### src/rtl/snd_pkg.sv
// Shared constants, FSM state type and SN76489 byte-field helpers for the
// sound-chip write arbiter.
package snd_pkg;

  localparam logic [2:0] ADR_T1    = 3'd0;
  localparam logic [2:0] ADR_A1    = 3'd1;
  localparam logic [2:0] ADR_T2    = 3'd2;
  localparam logic [2:0] ADR_A2    = 3'd3;
  localparam logic [2:0] ADR_T3    = 3'd4;
  localparam logic [2:0] ADR_A3    = 3'd5;
  localparam logic [2:0] ADR_NOISE = 3'd6;
  localparam logic [2:0] ADR_A4    = 3'd7;

  localparam logic [3:0] ATT_OFF = 4'hF;

  typedef enum logic [1:0] {
    ST_IDLE   = 2'd0,
    ST_COMMIT = 2'd1,
    ST_GAP    = 2'd2
  } state_e;

  function automatic logic is_latch(input logic [7:0] b);
    return b[7];
  endfunction

  function automatic logic [2:0] latch_adr(input logic [7:0] b);
    return b[6:4];
  endfunction

  // Tone registers take their upper six bits from data bytes.
  function automatic logic is_tone_adr(input logic [2:0] a);
    return (a[0] == 1'b0) && (a != ADR_NOISE);
  endfunction

  function automatic logic [9:0] shadow_rst(input logic [2:0] a);
    return a[0] ? {6'd0, ATT_OFF} : 10'd0;
  endfunction

endpackage

### src/rtl/snd_byte_decode.sv
// Combinational SN76489 byte decoder: applies one latch/data byte to the
// requester's latched address and the shadow entry it targets.
module snd_byte_decode
  import snd_pkg::*;
(
  input  logic [7:0] byte_i,
  input  logic [2:0] adr_i,
  input  logic [9:0] entry_i,
  output logic [2:0] adr_o,
  output logic [9:0] entry_o,
  output logic       is_noise_o
);

  always_comb begin
    adr_o   = adr_i;
    entry_o = entry_i;
    if (is_latch(byte_i)) begin
      adr_o   = latch_adr(byte_i);
      entry_o = {entry_i[9:4], byte_i[3:0]};
    end else if (is_tone_adr(adr_i)) begin
      entry_o = {byte_i[5:0], entry_i[3:0]};
    end else begin
      entry_o = {entry_i[9:4], byte_i[3:0]};
    end
    is_noise_o = (adr_o == ADR_NOISE);
  end

endmodule

### src/rtl/snd_write_arbiter.sv
// Two-requester write arbiter for the sound control_reg port with shadow file.
// Optional macro SNDARB_FIXED_PRIO_EN: requester 0 always wins, no RR pointer.
module snd_write_arbiter
  import snd_pkg::*;
#(
  parameter int LOAD_GAP = 4,
  parameter int GAP_W    = 4
) (
  input  logic       clk,
  input  logic       rst_n,
  input  logic [7:0] req0_data,
  input  logic       req0_valid,
  output logic       req0_ready,
  input  logic [7:0] req1_data,
  input  logic       req1_valid,
  output logic       req1_ready,
  output logic [2:0] adress,
  output logic [9:0] value,
  output logic       load,
  output logic       noise_rst,
  output logic       busy
);

  localparam logic [GAP_W-1:0] GAP_INIT = GAP_W'(LOAD_GAP);

  state_e           state_q, state_d;
  logic [GAP_W-1:0] gap_cnt_q, gap_cnt_d;
  logic [2:0]       ctx_q [2];
  logic [2:0]       ctx_d [2];
  logic [9:0]       shadow_q [8];
  logic [9:0]       shadow_d [8];
  logic [2:0]       adress_q, adress_d;
  logic [9:0]       value_q, value_d;
  logic             load_q, load_d;
  logic             noise_rst_q, noise_rst_d;
  logic             busy_q, busy_d;

  logic             gnt0_s, gnt1_s, hs_s, sel_s;
  logic [7:0]       sel_byte_s;
  logic [2:0]       sel_ctx_s, tgt_adr_s, new_adr_s;
  logic [9:0]       cur_entry_s, new_entry_s;
  logic             new_noise_s;

`ifndef SNDARB_FIXED_PRIO_EN
  logic             rr_q, rr_d;
`endif

  // Grants only exist in IDLE and outside reset; each one already implies valid.
  always_comb begin
`ifdef SNDARB_FIXED_PRIO_EN
    gnt0_s = req0_valid;
    gnt1_s = req1_valid && !req0_valid;
`else
    gnt0_s = req0_valid && (!rr_q || !req1_valid);
    gnt1_s = req1_valid && (rr_q || !req0_valid);
`endif
    if ((state_q != ST_IDLE) || !rst_n) begin
      gnt0_s = 1'b0;
      gnt1_s = 1'b0;
    end else begin
      gnt0_s = gnt0_s;
      gnt1_s = gnt1_s;
    end
  end

  assign req0_ready = gnt0_s;
  assign req1_ready = gnt1_s;
  assign hs_s       = gnt0_s | gnt1_s;
  assign sel_s      = gnt1_s;

  assign sel_byte_s  = sel_s ? req1_data : req0_data;
  assign sel_ctx_s   = sel_s ? ctx_q[1] : ctx_q[0];
  assign tgt_adr_s   = is_latch(sel_byte_s) ? latch_adr(sel_byte_s) : sel_ctx_s;
  assign cur_entry_s = shadow_q[tgt_adr_s];

  snd_byte_decode u_decode (
    .byte_i     (sel_byte_s),
    .adr_i      (sel_ctx_s),
    .entry_i    (cur_entry_s),
    .adr_o      (new_adr_s),
    .entry_o    (new_entry_s),
    .is_noise_o (new_noise_s)
  );

  always_comb begin
    state_d     = state_q;
    gap_cnt_d   = gap_cnt_q;
    ctx_d       = ctx_q;
    shadow_d    = shadow_q;
    adress_d    = adress_q;
    value_d     = value_q;
    load_d      = 1'b0;
    noise_rst_d = 1'b0;
`ifndef SNDARB_FIXED_PRIO_EN
    rr_d        = rr_q;
`endif
    case (state_q)
      ST_IDLE: begin
        if (hs_s) begin
          state_d             = ST_COMMIT;
          adress_d            = new_adr_s;
          // Only the three noise-control bits are meaningful on the port.
          value_d             = new_noise_s ? {7'd0, new_entry_s[2:0]} : new_entry_s;
          load_d              = 1'b1;
          noise_rst_d         = new_noise_s;
          shadow_d[new_adr_s] = new_entry_s;
          ctx_d[sel_s]        = new_adr_s;
`ifndef SNDARB_FIXED_PRIO_EN
          rr_d                = ~sel_s;
`endif
        end else begin
          state_d = ST_IDLE;
        end
      end
      ST_COMMIT: begin
        if (LOAD_GAP > 0) begin
          state_d   = ST_GAP;
          gap_cnt_d = GAP_INIT;
        end else begin
          state_d   = ST_IDLE;
        end
      end
      ST_GAP: begin
        if (gap_cnt_q <= GAP_W'(1)) begin
          state_d = ST_IDLE;
        end else begin
          gap_cnt_d = gap_cnt_q - GAP_W'(1);
        end
      end
      default: begin
        state_d = ST_IDLE;
      end
    endcase
    busy_d = (state_d != ST_IDLE);
  end

  always_ff @(posedge clk or negedge rst_n) begin
    if (!rst_n) begin
      state_q     <= ST_IDLE;
      gap_cnt_q   <= '0;
      ctx_q[0]    <= ADR_T1;
      ctx_q[1]    <= ADR_T1;
      for (int i = 0; i < 8; i++) begin
        shadow_q[i] <= shadow_rst(3'(i));
      end
      adress_q    <= 3'd0;
      value_q     <= 10'd0;
      load_q      <= 1'b0;
      noise_rst_q <= 1'b0;
      busy_q      <= 1'b0;
`ifndef SNDARB_FIXED_PRIO_EN
      rr_q        <= 1'b0;
`endif
    end else begin
      state_q     <= state_d;
      gap_cnt_q   <= gap_cnt_d;
      ctx_q       <= ctx_d;
      shadow_q    <= shadow_d;
      adress_q    <= adress_d;
      value_q     <= value_d;
      load_q      <= load_d;
      noise_rst_q <= noise_rst_d;
      busy_q      <= busy_d;
`ifndef SNDARB_FIXED_PRIO_EN
      rr_q        <= rr_d;
`endif
    end
  end

  assign adress    = adress_q;
  assign value     = value_q;
  assign load      = load_q;
  assign noise_rst = noise_rst_q;
  assign busy      = busy_q;

endmodule

### config.mk
export PLATFORM = sky130hd
export DESIGN_NAME = snd_write_arbiter
export DESIGN_NICKNAME = d
export VERILOG_FILES = /design/src/rtl/snd_pkg.sv /design/src/rtl/snd_byte_decode.sv /design/src/rtl/snd_write_arbiter.sv
export SDC_FILE = /design/constraint.sdc
export NUM_CORES = 1
export LEC_CHECK = 0
export CAP_MARGIN = 40
export CORE_MARGIN = 1.5
export CORE_UTILIZATION = 30
export CTS_BUF_LIST = sky130_fd_sc_hd__clkbuf_4 sky130_fd_sc_hd__clkbuf_8 sky130_fd_sc_hd__clkbuf_16
export DETAILED_ROUTE_END_ITERATION = 10
export PLACE_DENSITY_LB_ADDON = 0.2
export RECOVER_POWER = 25
export SKIP_LAST_GASP = 1
export SYNTH_ARGS = -nofsm -noshare
export SYNTH_HDL_FRONTEND = slang
export SYNTH_HIERARCHICAL = 1
export SYNTH_SLANG_ARGS = --single-unit
### constraint.sdc
create_clock -name clk -period 3.4 [get_ports clk]
set_input_delay 0.68 -clock clk [delete_from_list [all_inputs] [get_ports clk]]
set_output_delay 0.68 -clock clk [all_outputs]
set_load 0.02 [all_outputs]
==> results.sh <==
export IMPL_status="finished, violations left"
export IMPL_violations="max-capacitance violations, max-slew violations"
export IMPL_cp_max_fo=10
export IMPL_cts_hold_repair_buffers=0
export IMPL_synth_top_cell_area_share=0.429
export IMPL_ant_nets=0
export IMPL_power_switching_mw=2.16
export IMPL_max_freq_mhz=316
export IMPL_drv_cap=1
export IMPL_drt_pre_antenna_iters=4
export IMPL_routed_wl_um=14100
export IMPL_worst_slew_pin_slew_ns=1.61
export IMPL_dp_slack_ns=-0.0651
export IMPL_chipWidth_um=137
export IMPL_insertedDiodeCount=0
export IMPL_port_buffers=37
export IMPL_via_count=3798
export IMPL_syn_inst=454
export IMPL_vdd_drop_max_v=0.000358
export IMPL_vias_per_cell=5.13
export IMPL_fin_cells=741
export IMPL_yosysTopAreaCell="dfrtp_1"
export IMPL_seqPwrFrac=0.384
export IMPL_ys_types=43
export IMPL_grt_pass1_wl_um=22300
export IMPL_period_share=0.931
export IMPL_yosysSeqAreaShare=0.507
export IMPL_finalSetupTns_ns=0
export IMPL_htreeDepth=3
export IMPL_fin_nets=533
export IMPL_synth_seq_cells=109
export IMPL_max_slew_margin_rel=-0.0748
export IMPL_synthesis_area_um2=5420
export IMPL_postCtsSetupBuffers=0
export IMPL_wl_per_cell_um=19.0
export IMPL_slew_violations=66
export IMPL_rsz0062_at_grt="no"
export IMPL_gr_total_overflow=0
export IMPL_drive_above_1_share=0.355
export IMPL_power_leakage_nw=3.00
export IMPL_required_ns=3.65
export IMPL_worstSkewPairLatency_ns=0.37
export IMPL_syn_avg_cell_area_um2=11.9
export IMPL_combPwrFrac=0.422
export IMPL_synthTopCellsByArea="dfrtp_1, mux2_2, dfstp_2"
export IMPL_hpwlAfterDp_um=9450
export IMPL_internal_power_mw=3.75
export IMPL_worstSetupPathType="input pin to flip-flop"
export IMPL_grt_max_degree=66
export IMPL_fin_worst_skew_ns=0.00977
export IMPL_synth_edf_count=0
export IMPL_ios=38
export IMPL_syn_nets=476
export IMPL_cts_root_buf="clkbuf_16"
export IMPL_cts_tree="yes"
export IMPL_cts_inserted_buffers=9
export IMPL_gp_congestion=0.796
export IMPL_period_needed_ns=3.16
export IMPL_p_clk_frac=0.194
export IMPL_dp_cells=725
export IMPL_fin_ws_ns=0.235
export IMPL_first_global_vias=3853
export IMPL_core_rowCount=48
export IMPL_core_um2=17500
export IMPL_synthFlopType="dfrtp_1"
export IMPL_antenna_found_initial=0
export IMPL_drc=0
export IMPL_final_hold_viol_count=0
export IMPL_worstSetupEndpointType="flip-flop"
export IMPL_async_reset_ff_frac=1.00
export IMPL_setup_viol=0
export IMPL_track_usage=0.161
export IMPL_arrival_ns=3.41
export IMPL_switching_share=0.366
export IMPL_cts_resized=0
export IMPL_cts_sinks=109
export IMPL_dieArea_um2=18900
export IMPL_die_h_um=137
export IMPL_total_power_mw=5.91
export IMPL_clkSlewWorstSetupHoldPaths_ns=0.07
export IMPL_min_path_type="flip-flop to flip-flop"
export IMPL_area_delta_synth_final_pct=22.7
export IMPL_yosysWarnings=6
export IMPL_power_density_nw_per_um2=890
export IMPL_dr_first_iter_drc_count=163
export IMPL_start_util=0.310
export IMPL_worstSetupStartpointType="input pin"
export IMPL_clk_path_buf_depth=2
==> flip-flops by register name (all words and copies together), names as in the netlist <==
name	count
value	10
state_q	2
busy	1
noise_rst	1
rr_q	1
gap_cnt_q	4
ctx_q	6
load	1
adress	3
shadow_q	80
==> worst paths after layout <==
| kind | start | to | slack (ns) | cells after the start |
|---|---|---|---|---|
| min reg2reg | value[9] | value[9] | 0.47 | 2 |
| max reg2reg | state_q[1] | shadow_q[69] | 0.47 | 9 |
| min | value[9] | value[9] | 0.47 | 2 |
| max | rst_n | shadow_q[69] | 0.24 | 10 |
| min in group asynchronous | rst_n | shadow_q[16] | 0.74 | 2 |
| max in group asynchronous | rst_n | gap_cnt_q[3] | 0.69 | 3 |
==> layout make-up <==
class                   count  area, um^2
clock inverters             7         101
well taps                 225         282
fillers                  1663       10800
flip-flops and latches    109        2750
inverters                   9        33.8
repair buffers             71         713
clock buffers               9         225
multi-input cells         311        2540
==> kinds of logic after synthesis <==
| group | Yosys count | synth area share |
|---|---|---|
| AOI/OAI and AO/OA | 50 | 0.0707 |
| xor gates and xnor gates | 1 | 0.00162 |
| and+or+nand+nor | 145 | 0.148 |
| buffers and inverters | 34 | 0.0259 |
| DFF | 109 | 0.507 |
| muxes | 113 | 0.243 |
| adders and majority gates | 2 | 0.00462 |
==> metrics by stage <==
stage          cell area [um^2]   util  hold WS, ns
3_3_place_gp               6330  0.362        0.455
6_report                   6650  0.380        0.472
4_1_cts                    6660  0.381        0.477
2_1_floorplan              5430      -        0.384
5_1_grt                    6650  0.380        0.512
3_5_place_dp               6330  0.362        0.460
==> worst max-delay path: stages <==
cell and delay (ns):
clkbuf_1 0.31, nor3b_4 0.36, nand3_2 0.11, clkinv_1 0.10, buf_4 0.16, mux2_2 0.37
mux2_2 0.39, nor4b_2 0.29, buf_4 0.27, mux2_2 0.36
==> power groups by stage <==
stage          Clock [mW]  Combinational [mW]  Sequential, mW
5_1_grt              1.23                2.71            2.34
4_1_cts              1.18                2.53            2.27
6_report             1.14                2.50            2.27
3_5_place_dp            0                2.52            2.29
2_1_floorplan           0                1.59            2.28
3_3_place_gp            0                2.47            2.27
==> cell usage in the layout, fill, tap and decap left out, types with 2 or more instances in the layout <==
master | Yosys | layout
and3_1 | 40 | 40
nand2_1 | 63 | 63
nor2_1 | 4 | 4
buf_4 | 1 | 24
nand3b_1 | 7 | 7
inv_1 | 7 | 7
nor2b_1 | 4 | 4
a211oi_1 | 40 | 40
mux2i_2 | 3 | 3
mux2i_1 | 5 | 5
o21ai_0 | 3 | 3
nor4b_2 | 0 | 2
clkbuf_16 | 0 | 9
nand4b_1 | 2 | 2
nor4_1 | 10 | 10
clkinv_8 | 0 | 2
dfstp_2 | 16 | 16
ha_1 | 2 | 2
buf_12 | 0 | 8
inv_8 | 0 | 2
dfrtp_1 | 93 | 93
mux2_2 | 94 | 94
nand4_1 | 3 | 3
clkbuf_1 | 16 | 2
clkdlybuf4s50_1 | 0 | 36
mux2_4 | 11 | 11
==> metal layers <==
layer | GRT usage | share of wire
met2 | 0.261 | 0.47
met1 | 0.220 | 0.48
met3 | 0.0327 | 0.042
met5 | 0 | 0
met4 | 0.0439 | 0.011
==> synthesized netlist by cell type (2+ instances only) <==
library cell,count
inv_1,7
nor2_1,4
nand4_1,3
dfstp_2,16
o21ai_0,3
mux2_2,94
nor2b_1,4
nand4b_1,2
mux2i_2,3
ha_1,2
and3_1,40
mux2_4,11
dfrtp_1,93
a211oi_1,40
nand2_1,63
clkbuf_1,16
buf_2,7
nor4b_1,2
nor4_1,10
nand3b_1,7
mux2i_1,5
Power figures use the tool's default switching activity.
